===== src/rtl/pipeline_ctrl_if.sv =====
`default_nettype none
// ============================================================================
//  Module      : pipeline_ctrl_if
//  Description : Bundle of the signals exchanged between the pipeline stages
//                and the pipeline sequencing controller.
//                master : pipeline side, drives stage status and reads the
//                         stall/flush controls.
//                slave  : controller side.
//                Stage status : id_valid, id_rs1, id_rs2, id_uses_rs1,
//                               id_uses_rs2, ex_valid, ex_is_load, ex_rd,
//                               ex_redirect, mem_req, mem_ack, perf_clr
//                Controls     : if_stall, id_stall, ex_stall, if_flush,
//                               id_flush, state, stall_cycles
//  Revision    : 1.0  initial release
// ============================================================================
interface pipeline_ctrl_if;
    logic        id_valid;
    logic [4:0]  id_rs1;
    logic [4:0]  id_rs2;
    logic        id_uses_rs1;
    logic        id_uses_rs2;
    logic        ex_valid;
    logic        ex_is_load;
    logic [4:0]  ex_rd;
    logic        ex_redirect;
    logic        mem_req;
    logic        mem_ack;
    logic        perf_clr;

    logic        if_stall;
    logic        id_stall;
    logic        ex_stall;
    logic        if_flush;
    logic        id_flush;
    logic [1:0]  state;
    logic [15:0] stall_cycles;

    modport master (
        output id_valid, id_rs1, id_rs2, id_uses_rs1, id_uses_rs2,
               ex_valid, ex_is_load, ex_rd, ex_redirect,
               mem_req, mem_ack, perf_clr,
        input  if_stall, id_stall, ex_stall, if_flush, id_flush,
               state, stall_cycles
    );

    modport slave (
        input  id_valid, id_rs1, id_rs2, id_uses_rs1, id_uses_rs2,
               ex_valid, ex_is_load, ex_rd, ex_redirect,
               mem_req, mem_ack, perf_clr,
        output if_stall, id_stall, ex_stall, if_flush, id_flush,
               state, stall_cycles
    );
endinterface
`default_nettype wire


===== src/rtl/pipeline_ctrl.sv =====
`default_nettype none
// ============================================================================
//  Module      : pipeline_ctrl
//  Description : Stall/flush sequencer for the five-stage core. Decides the
//                IF/ID, ID/EX and EX/MEM holds and bubbles from load-use
//                hazards, EX redirects and the data-memory handshake, and
//                keeps a saturating count of cycles with if_stall high.
//  Ports       : clk  - core clock, rising edge
//                rst  - asynchronous active-high reset
//                bus  - pipeline_ctrl_if.slave (stage status in, controls out)
//  Revision    : 1.0  initial release
// ============================================================================
module pipeline_ctrl (
    input  wire logic          clk,
    input  wire logic          rst,
    pipeline_ctrl_if.slave     bus
);

    localparam logic [1:0] c_RUN      = 2'd0;
    localparam logic [1:0] c_MEM_WAIT = 2'd1;
    localparam logic [1:0] c_REDIRECT = 2'd2;
    localparam logic [15:0] c_CNT_MAX = 16'hFFFF;

    logic [1:0]  state_q,            state_d;
    logic        redirect_pending_q, redirect_pending_d;
    logic [15:0] stall_cycles_q,     stall_cycles_d;

    logic w_load_use;
    logic w_mem_wait;
    logic w_if_stall;
    logic w_id_stall;
    logic w_ex_stall;
    logic w_if_flush;
    logic w_id_flush;

    // x0 is never a real dependency, so a load targeting it cannot hazard.
    assign w_load_use = bus.ex_valid & bus.ex_is_load & (bus.ex_rd != 5'd0) &
                        bus.id_valid &
                        ((bus.id_uses_rs1 & (bus.id_rs1 == bus.ex_rd)) |
                         (bus.id_uses_rs2 & (bus.id_rs2 == bus.ex_rd)));

    assign w_mem_wait = bus.mem_req & ~bus.mem_ack;

    always_comb begin
        state_d            = state_q;
        redirect_pending_d = redirect_pending_q;
        w_if_stall         = 1'b0;
        w_id_stall         = 1'b0;
        w_ex_stall         = 1'b0;
        w_if_flush         = 1'b0;
        w_id_flush         = 1'b0;

        case (state_q)
            c_RUN: begin
                if (w_mem_wait) begin
                    // A simultaneous redirect is not latched: EX is frozen,
                    // so ex_redirect is presented again after release.
                    w_if_stall = 1'b1;
                    w_id_stall = 1'b1;
                    w_ex_stall = 1'b1;
                    state_d    = c_MEM_WAIT;
                end else if (bus.ex_redirect) begin
                    w_if_flush = 1'b1;
                    w_id_flush = 1'b1;
                    state_d    = c_REDIRECT;
                end else if (w_load_use) begin
                    // One bubble: the load reaches MEM next cycle and its
                    // result can be forwarded from there.
                    w_if_stall = 1'b1;
                    w_id_stall = 1'b1;
                    w_id_flush = 1'b1;
                end
            end

            c_MEM_WAIT: begin
                if (w_mem_wait) begin
                    w_if_stall = 1'b1;
                    w_id_stall = 1'b1;
                    w_ex_stall = 1'b1;
                end else begin
                    // Released this cycle; resume the flush that the memory
                    // stall interrupted, if any.
                    state_d            = redirect_pending_q ? c_REDIRECT : c_RUN;
                    redirect_pending_d = 1'b0;
                end
            end

            c_REDIRECT: begin
                if (w_mem_wait) begin
                    // IF/ID still holds a wrong-path fetch; remember to flush
                    // it once memory releases the pipeline.
                    w_if_stall         = 1'b1;
                    w_id_stall         = 1'b1;
                    w_ex_stall         = 1'b1;
                    redirect_pending_d = 1'b1;
                    state_d            = c_MEM_WAIT;
                end else begin
                    w_if_flush = 1'b1;
                    w_id_flush = 1'b1;
                    state_d    = bus.ex_redirect ? c_REDIRECT : c_RUN;
                end
            end

            default: begin
                state_d            = c_RUN;
                redirect_pending_d = 1'b0;
            end
        endcase
    end

    always_comb begin
        stall_cycles_d = stall_cycles_q;
        if (bus.perf_clr) begin
            stall_cycles_d = 16'd0;
        end else if (w_if_stall && (stall_cycles_q != c_CNT_MAX)) begin
            stall_cycles_d = stall_cycles_q + 16'd1;
        end
    end

    always_ff @(posedge clk or posedge rst) begin
        if (rst) begin
            state_q            <= c_RUN;
            redirect_pending_q <= 1'b0;
            stall_cycles_q     <= 16'd0;
        end else begin
            state_q            <= state_d;
            redirect_pending_q <= redirect_pending_d;
            stall_cycles_q     <= stall_cycles_d;
        end
    end

    assign bus.if_stall     = w_if_stall;
    assign bus.id_stall     = w_id_stall;
    assign bus.ex_stall     = w_ex_stall;
    assign bus.if_flush     = w_if_flush;
    assign bus.id_flush     = w_id_flush;
    assign bus.state        = state_q;
    assign bus.stall_cycles = stall_cycles_q;

endmodule
`default_nettype wire


===== src/flat_wrapper.sv =====
// flat-port wrapper written by rule: the top's interface ports become plain ports
module pipeline_ctrl_flat 
  (clk, rst, bus_id_valid, bus_id_rs1, bus_id_rs2, bus_id_uses_rs1, bus_id_uses_rs2, bus_ex_valid, bus_ex_is_load, bus_ex_rd, bus_ex_redirect, bus_mem_req, bus_mem_ack, bus_perf_clr, bus_if_stall, bus_id_stall, bus_ex_stall, bus_if_flush, bus_id_flush, bus_state, bus_stall_cycles);
  pipeline_ctrl_if bus_i ();
  input  wire logic clk;
  input  wire logic rst;
  input wire logic [$bits(bus_i.id_valid)-1:0] bus_id_valid;
  input wire logic [$bits(bus_i.id_rs1)-1:0] bus_id_rs1;
  input wire logic [$bits(bus_i.id_rs2)-1:0] bus_id_rs2;
  input wire logic [$bits(bus_i.id_uses_rs1)-1:0] bus_id_uses_rs1;
  input wire logic [$bits(bus_i.id_uses_rs2)-1:0] bus_id_uses_rs2;
  input wire logic [$bits(bus_i.ex_valid)-1:0] bus_ex_valid;
  input wire logic [$bits(bus_i.ex_is_load)-1:0] bus_ex_is_load;
  input wire logic [$bits(bus_i.ex_rd)-1:0] bus_ex_rd;
  input wire logic [$bits(bus_i.ex_redirect)-1:0] bus_ex_redirect;
  input wire logic [$bits(bus_i.mem_req)-1:0] bus_mem_req;
  input wire logic [$bits(bus_i.mem_ack)-1:0] bus_mem_ack;
  input wire logic [$bits(bus_i.perf_clr)-1:0] bus_perf_clr;
  output wire logic [$bits(bus_i.if_stall)-1:0] bus_if_stall;
  output wire logic [$bits(bus_i.id_stall)-1:0] bus_id_stall;
  output wire logic [$bits(bus_i.ex_stall)-1:0] bus_ex_stall;
  output wire logic [$bits(bus_i.if_flush)-1:0] bus_if_flush;
  output wire logic [$bits(bus_i.id_flush)-1:0] bus_id_flush;
  output wire logic [$bits(bus_i.state)-1:0] bus_state;
  output wire logic [$bits(bus_i.stall_cycles)-1:0] bus_stall_cycles;
  assign bus_i.id_valid = bus_id_valid;
  assign bus_i.id_rs1 = bus_id_rs1;
  assign bus_i.id_rs2 = bus_id_rs2;
  assign bus_i.id_uses_rs1 = bus_id_uses_rs1;
  assign bus_i.id_uses_rs2 = bus_id_uses_rs2;
  assign bus_i.ex_valid = bus_ex_valid;
  assign bus_i.ex_is_load = bus_ex_is_load;
  assign bus_i.ex_rd = bus_ex_rd;
  assign bus_i.ex_redirect = bus_ex_redirect;
  assign bus_i.mem_req = bus_mem_req;
  assign bus_i.mem_ack = bus_mem_ack;
  assign bus_i.perf_clr = bus_perf_clr;
  assign bus_if_stall = bus_i.if_stall;
  assign bus_id_stall = bus_i.id_stall;
  assign bus_ex_stall = bus_i.ex_stall;
  assign bus_if_flush = bus_i.if_flush;
  assign bus_id_flush = bus_i.id_flush;
  assign bus_state = bus_i.state;
  assign bus_stall_cycles = bus_i.stall_cycles;
  pipeline_ctrl u_core (.clk(clk), .rst(rst), .bus(bus_i));
endmodule

===== config.mk =====
export PLATFORM = sky130hd
export DESIGN_NAME = pipeline_ctrl_flat
export DESIGN_NICKNAME = d
export VERILOG_FILES = /design/src/rtl/pipeline_ctrl_if.sv /design/src/rtl/pipeline_ctrl.sv /design/src/flat_wrapper.sv
export SDC_FILE = /design/constraint.sdc
export NUM_CORES = 1
export LEC_CHECK = 0
export ABC_CLOCK_PERIOD_IN_PS = 2150
export BUFFER_PORTS_ARGS = -buffer_cell sky130_fd_sc_hd__buf_4
export CAP_MARGIN = 25
export CORE_MARGIN = 4
export CORE_UTILIZATION = 46
export CTS_BUF_LIST = sky130_fd_sc_hd__clkbuf_8
export DETAILED_ROUTE_END_ITERATION = 16
export GPL_TIMING_DRIVEN = 0
export PLACE_DENSITY = 0.85
export REMOVE_ABC_BUFFERS = 1
export SYNTH_ARGS = -nofsm -noshare
export SYNTH_HDL_FRONTEND = slang
export SYNTH_SLANG_ARGS = --single-unit

===== constraint.sdc =====
create_clock -name clk -period 2.15 [get_ports clk]
set_clock_uncertainty 0.15 [all_clocks]
set_input_delay 0.1075 -clock clk [delete_from_list [all_inputs] [get_ports clk]]
set_output_delay 0.1075 -clock clk [all_outputs]
set_load 0.005 [all_outputs]

==> results.py, run 1 <==
metrics = {
    "placed_design": {
        "port_buffers": 48,
        "place.gp.congestion": 0.868,
        "hpwl_mm": 2.44,
        "dp.cells": 222,
    },
    "sta": {
        "slew_violations": 0,
        "setup_viol": 7,
        "post-route-period-util_pct": 103,
        "hold_viol": 0,
        "period_minus_slack_ns": 2.21,
        "fin_ws_ns": -0.0555,
        "worst_slew_pin_slew_ns": 0.748,
        "rsz0062_at_grt": "true",
        "max_slew_margin_pct": 50.1,
        "clock.fmax_mhz": 453,
    },
    "floorplan": {
        "die_area_sq_mm": 0.00380,
        "coreArea_sq_mm": 0.00276,
        "num_rows": 19,
        "die_w_um": 61.6,
        "die_y_um": 61.6,
        "start_util_pct": 48.0,
        "ios": 49,
    },
    "logic_synthesis": {
        "yosysTopAreaCell": "dfrtp_1",
        "synth_cell_types": 33,
        "synth_area_per_cell_sq_um": 8.77,
        "syn_area_sq_mm": 0.00132,
        "synth_seq_cells": 19,
        "synth_top_cells_by_area": "dfrtp_1, a21oi_1, xor2_1",
        "synthCells": 151,
        "ys_warn_count": 0,
        "yosysSeqAreaShare_pct": 35.9,
        "synth_top_cell_area_share_pct": 35.9,
    },
    "cells_and_area": {
        "final_common_cell": "buf_4",
        "final_cell_mix": "buf_4, a21oi_1, dfrtp_1",
        "final_cells": 257,
        "drive_gt1_share_pct": 46.0,
        "area_growth_pct": 56.5,
        "nFillCells": 195,
        "n_antenna_cell": 0,
        "layout.nets": 258,
        "utilization_pct": 75.1,
    },
    "route": {
        "drt_iter0_markers": 98,
        "post_drt_wl_per_cell_um": 16.5,
        "antenna_left": 0,
        "postRouteWirelength_mm": 4.25,
        "num_vias": 1541,
        "drtPass1Iterations": 4,
        "route.detailed.drc": 0,
        "viasPerCell": 6.00,
    },
    "setup_path": {
        "criticalPathCategory": "flop to flop",
        "cp-end-kind": "flop",
        "r2r_start": "u_core.bus.stall_cycles[1]",
        "worstReg2RegEnd": "u_core.bus.stall_cycles[8]",
        "crit_chain": "ha_4 -> nand4_1 -> or4_4 -> nand4b_1 -> o22a_4 -> nor3_4 -> mux2_4",
        "cp_slowest_stage_delay_ns": 0.44,
        "critPathMaxFanout": 7,
        "worst-r2r-cell-count": 7,
        "slowest_stage": "or4_4",
        "cp.arrival_ns": 2.22,
        "reg2reg_slack_ns": -0.06,
        "worst_setup_path_start_kind": "flop",
        "required_ns": 2.16,
    },
    "grt": {
        "grt_overflow": 0,
        "grt_max_degree": 20,
        "grt_pass1_vias": 1414,
        "antenna_found_initial": 0,
        "grt_pass1_wl_mm": 6.07,
        "track_usage_pct": 21.3,
    },
    "clock_tree": {
        "h-tree-depth": 1,
        "cts_tree": "built",
        "root_buffer": "clkbuf_8",
        "cts_buffers": 3,
        "clk_pin_slew_ns": 0.08,
        "clock_sinks": 19,
        "worstSkewPairLatency_ns": 0.27,
        "cts_max_path_buffers": 2,
    },
    "min_path": {
        "min_path_type": "input pin to flop",
        "whs_path_depth": 5,
        "hold_end": "u_core.bus.state[1]",
        "min_from": "bus_ex_redirect",
    },
    "status": {
        "violations": "setup timing",
        "status": "finished with violations",
    },
    "job": {
        "maxCapViolCount": 0,
    },
    "pwr": {
        "leakagePower_nw": 0.955,
        "power_per_cell_area_mw_per_mm2": 675,
        "ir_drop_v": 0.000607,
    },
}
## through the flow
stage | TNS (ns) | setup slack [ns] | power (mW) | area (sq um) | hold slack [ns]
6_report | -0.271 | -0.0555 | 1.40 | 2070 | 0.208
4_1_cts | -0.112 | -0.0454 | 1.24 | 1910 | 0.207
3_3_place_gp | -0.679 | -0.121 | 0.814 | 1660 | 0.103
3_5_place_dp | -2.06 | -0.207 | 0.835 | 1660 | 0.124
2_1_floorplan | 0 | 0.0125 | 0.652 | 1260 | -0.0914
5_1_grt | -1.96 | -0.193 | 1.48 | 2070 | 0.282
## cell usage after synthesis
| library cell | n |
|---|---|
| mux2_4 | 1 |
| buf_12 | 1 |
| or3_1 | 9 |
| buf_4 | 1 |
| clkbuf_1 | 4 |
| a21oi_1 | 17 |
| xor2_1 | 9 |
| mux2_1 | 1 |
| and3_1 | 4 |
| dfrtp_1 | 19 |
| o21ai_1 | 11 |
| nand4_1 | 5 |
| xnor2_1 | 2 |
| nor4_1 | 2 |
| ha_1 | 5 |
| and2_1 | 2 |
| a32oi_1 | 1 |
| o22a_4 | 1 |
| nand4b_1 | 1 |
| o21ai_0 | 5 |
| nand2_1 | 5 |
| mux2i_1 | 3 |
| or2_1 | 1 |
| and2_0 | 1 |
| or4_1 | 5 |
| buf_1 | 1 |
| inv_1 | 7 |
| nand3_1 | 9 |
| nor2_1 | 8 |
| nor3_2 | 1 |
| buf_8 | 1 |
| o31ai_1 | 3 |
| nor2b_1 | 5 |
## routing by layer
| layer | track usage [%] | vias up | share of wire [%] |
|---|---|---|---|
| met5 | 0 | - | 0 |
| met4 | 9.70 | 0 | 1.3 |
| met3 | 3.98 | 7 | 10 |
| met2 | 37.2 | 93 | 50 |
| met1 | 25.0 | 741 | 38 |
| li1 | - | 700 | - |
## power by group
part	switching, mW	total, mW	leakage (nW)	internal [mW]
clock	0.131	0.261	0.0255	0.130
combinational	0.324	0.717	0.675	0.393
sequential	0.0312	0.421	0.255	0.390
## registers in the layout, summed over array words and instances (netlist names)
name	count
u_core.bus.state	2
u_core.bus.stall_cycles	16
u_core.redirect_pending_q	1
## cell families after synthesis
family          count (synthesis)  share of synthesized area (%)
xor+xnor                       11                           7.28
simple gates                   58                           25.0
flops                          19                           35.9
mux                             5                           4.25
buf+inv                        15                           6.62
fa+ha+maj                       5                           4.73
compound gates                 38                           16.2
## how the worst max path moves through the flow
stage                                    start                    endpoint  depth (start not counted)
floorplan           u_core.bus.stall_cycles[0]  u_core.bus.stall_cycles[5]                          7
global placement    u_core.bus.stall_cycles[6]  u_core.bus.stall_cycles[5]                          6
detailed placement  u_core.bus.stall_cycles[6]  u_core.bus.stall_cycles[5]                          6
CTS                 u_core.bus.stall_cycles[9]  u_core.bus.stall_cycles[5]                          6
global route        u_core.bus.stall_cycles[1]  u_core.bus.stall_cycles[1]                          8
finish              u_core.bus.stall_cycles[1]  u_core.bus.stall_cycles[8]                          7
## what timing repair did
action | in CTS | in global routing
pin swaps | 5 | 17
cloned | 2 | 0
setup buffers | 16 | 11
endpoints found under the hold margin | 29 | 0
resized for setup | 11 | 22
endpoints found under the setup margin | 16 | 16
hold buffers | 2 | 0
## critical path, delay by kind of cell (launching register included)
| family | cells | cell delay, ns |
|---|---|---|
| mux | 1 | 0.30 |
| flops | 1 | 0.41 |
| simple gates | 4 | 0.81 |
| compound gates | 1 | 0.25 |
| fa+ha+maj | 1 | 0.18 |
## final cells by class
class	instances	area [sq um]	share of cell area (%)
Tap cell	31	38.8	1.87
Sequential cell	19	480	23.2
Timing Repair Buffer	77	606	29.2
Inverter	7	28.8	1.39
Clock inverter	1	5.00	0.242
Clock buffer	3	41.3	1.99
Multi-Input combinational cell	119	872	42.1
Power figures use the tool's default switching activity.
==> run 2: changes to the inputs <==
SETUP_SLACK_MARGIN = 0.02   (was not set)
==> run 2 against run 1 <==
Compared with the run above:
- the run still ends with setup timing left
- combinational power decreased by 3.8%
- sequential cell count unchanged
- first-iteration DRC count decreased by 14%
==> results.py, run 2 (synthesized netlist as in run 1, its figures left out) <==
metrics = {
    "clock_tree": {
        "h-tree-depth": 1,
        "cts_tree": "built",
        "clock_sinks": 19,
        "root_buffer": "clkbuf_8",
        "cts_max_path_buffers": 2,
        "clk_pin_slew_ns": 0.08,
        "worstSkewPairLatency_ns": 0.27,
        "cts_buffers": 3,
    },
    "setup_path": {
        "cp.arrival_ns": 2.20,
        "slowest_stage": "or4_4",
        "cp_slowest_stage_delay_ns": 0.55,
        "crit_chain": "nand4_1 -> or4_4 -> nand4b_1 -> o22a_4 -> nor2b_1 -> mux2_1",
        "reg2reg_slack_ns": -0.05,
        "criticalPathCategory": "flop to flop",
        "cp_top_family": "simple AND/OR/NAND/NOR gates",
        "startpoint": "u_core.bus.stall_cycles[12]",
        "required_ns": 2.15,
        "r2r_start": "u_core.bus.stall_cycles[12]",
        "worst_setup_path_start_kind": "flop",
        "crit_buf_inv": 0,
        "critPathMaxFanout": 7,
        "cp-end-kind": "flop",
    },
    "floorplan": {
        "die_y_um": 61.6,
        "die_w_um": 61.6,
        "ios": 49,
        "die_area_sq_mm": 0.00380,
        "start_util_pct": 48.0,
        "num_rows": 19,
        "coreArea_sq_mm": 0.00276,
    },
    "sta": {
        "clock.fmax_mhz": 454,
        "rsz0062_at_grt": "true",
        "hold_viol": 0,
        "post-route-period-util_pct": 102,
        "setup_viol": 6,
        "fin_ws_ns": -0.0515,
        "worst_slew_pin_slew_ns": 0.724,
        "max_slew_margin_pct": 51.7,
        "period_minus_slack_ns": 2.20,
        "fin_setup_tns_ns": -0.141,
        "slew_violations": 0,
    },
    "cells_and_area": {
        "layout.nets": 255,
        "regArea_sq_um": 478,
        "largest_reg_flops": 16,
        "n_antenna_cell": 0,
        "multiInputGateArea_sq_um": 847,
        "drive_gt1_share_pct": 42.6,
        "design_area_sq_mm": 0.00202,
        "area_growth_pct": 52.6,
        "nFillCells": 197,
        "final_cell_mix": "buf_4, dfrtp_1, a21oi_1",
        "final_common_cell": "buf_4",
    },
    "route": {
        "post_drt_wl_per_cell_um": 16.3,
        "viasPerCell": 5.83,
        "postRouteWirelength_mm": 4.13,
        "num_vias": 1481,
        "drt_iter0_markers": 84,
        "antenna_left": 0,
        "route.detailed.drc": 0,
        "drtPass1Iterations": 4,
    },
    "placed_design": {
        "place.gp.congestion": 0.868,
        "post_dp_cell_area_sq_mm": 0.00166,
        "hpwl_mm": 2.44,
        "port_buffers": 48,
    },
    "status": {
        "status": "finished with violations",
        "violations": "setup timing",
    },
    "grt": {
        "grt_pass1_wl_mm": 6.18,
        "antenna_found_initial": 0,
        "grt_max_degree": 20,
        "track_usage_pct": 21.9,
        "grt_overflow": 0,
        "grt_pass1_vias": 1417,
    },
    "pwr": {
        "p_total_mw": 1.37,
        "seqPwrFrac_pct": 30.6,
        "switchingPower_mw": 0.474,
        "p_clk_share_pct": 18.9,
        "pwr-share-comb_pct": 50.5,
        "ir_drop_v": 0.000630,
        "power_per_cell_area_mw_per_mm2": 677,
        "switching_share_pct": 34.7,
        "intPower_mw": 0.893,
        "leakagePower_nw": 0.926,
    },
    "job": {
        "maxCapViolCount": 0,
    },
    "min_path": {
        "min_from": "bus_ex_redirect",
        "min_path_type": "input pin to flop",
    },
}
run 2: cell count changes in the layout (fill, tap and decap cells not counted), sizes merged:
| cell | delta |
|---|---|
| buf | -3 |
run 2: repair_timing:
action                     in CTS  in global routing
pin swaps                       6                 13
hold buffers                    2                  0
setup endpoints to repair      16                 16
buffers inserted               17                  7
gates resized for setup        12                 12
gates cloned                    2                  0
hold endpoints to repair       29                  0
run 2: worst register-to-register path, delay by kind of cell, from the launching register on:
| kind | cells | cell delay (ns) |
|---|---|---|
| muxes | 1 | 0.31 |
| DFF | 1 | 0.42 |
| AOI/OAI and AO/OA | 1 | 0.23 |
| and+or+nand+nor | 4 | 0.99 |
run 2: worst paths after layout:
path | endpoint | depth (start not counted)
min in group asynchronous | u_core.bus.stall_cycles[15] | 3
setup / recovery | u_core.bus.stall_cycles[5] | 6
setup reg to reg | u_core.bus.stall_cycles[5] | 6
hold / removal | u_core.bus.state[1] | 5
max in group asynchronous | u_core.bus.stall_cycles[5] | 3
hold reg to reg | u_core.redirect_pending_q | 2
run 2: area by class of cell:
type                            count  share of cell area (%)
Clock buffer                        3                    2.04
Clock inverter                      1                   0.248
Sequential cell                    19                    23.7
Inverter                            7                    1.30
Multi-Input combinational cell    119                    41.9
Tap cell                           31                    1.92
Timing Repair Buffer               74                    28.9
run 2: stage by stage:
stage / hold WS (ns) / worst slack, ns / cells / utilization, %
final: 0.208 / -0.0515 / 254 / 73.2
after floorplan: -0.0914 / 0.0125 / 143 / -
after detailed placement: 0.124 / -0.207 / 222 / 60.3
after global placement: 0.103 / -0.121 / 222 / 60.3
after CTS: 0.207 / -0.0454 / 247 / 69.6
after global routing: 0.288 / -0.141 / 254 / 73.2
run 2: power by group through the flow:
stage / Combinational, mW / Clock, mW / Sequential [mW]
CTS: 0.583 / 0.259 / 0.413
global route: 0.756 / 0.273 / 0.423
floorplan: 0.228 / 0 / 0.425
finish: 0.690 / 0.259 / 0.418
global placement: 0.388 / 0 / 0.426
detailed placement: 0.406 / 0 / 0.429
run 2: metal layers:
metal	up-vias	global-route usage, %	routed length [um]
met5	-	0	0
met4	0	10.0	95
met3	13	4.19	423
met2	84	38.1	2000
met1	690	25.8	1620
li1	694	-	-
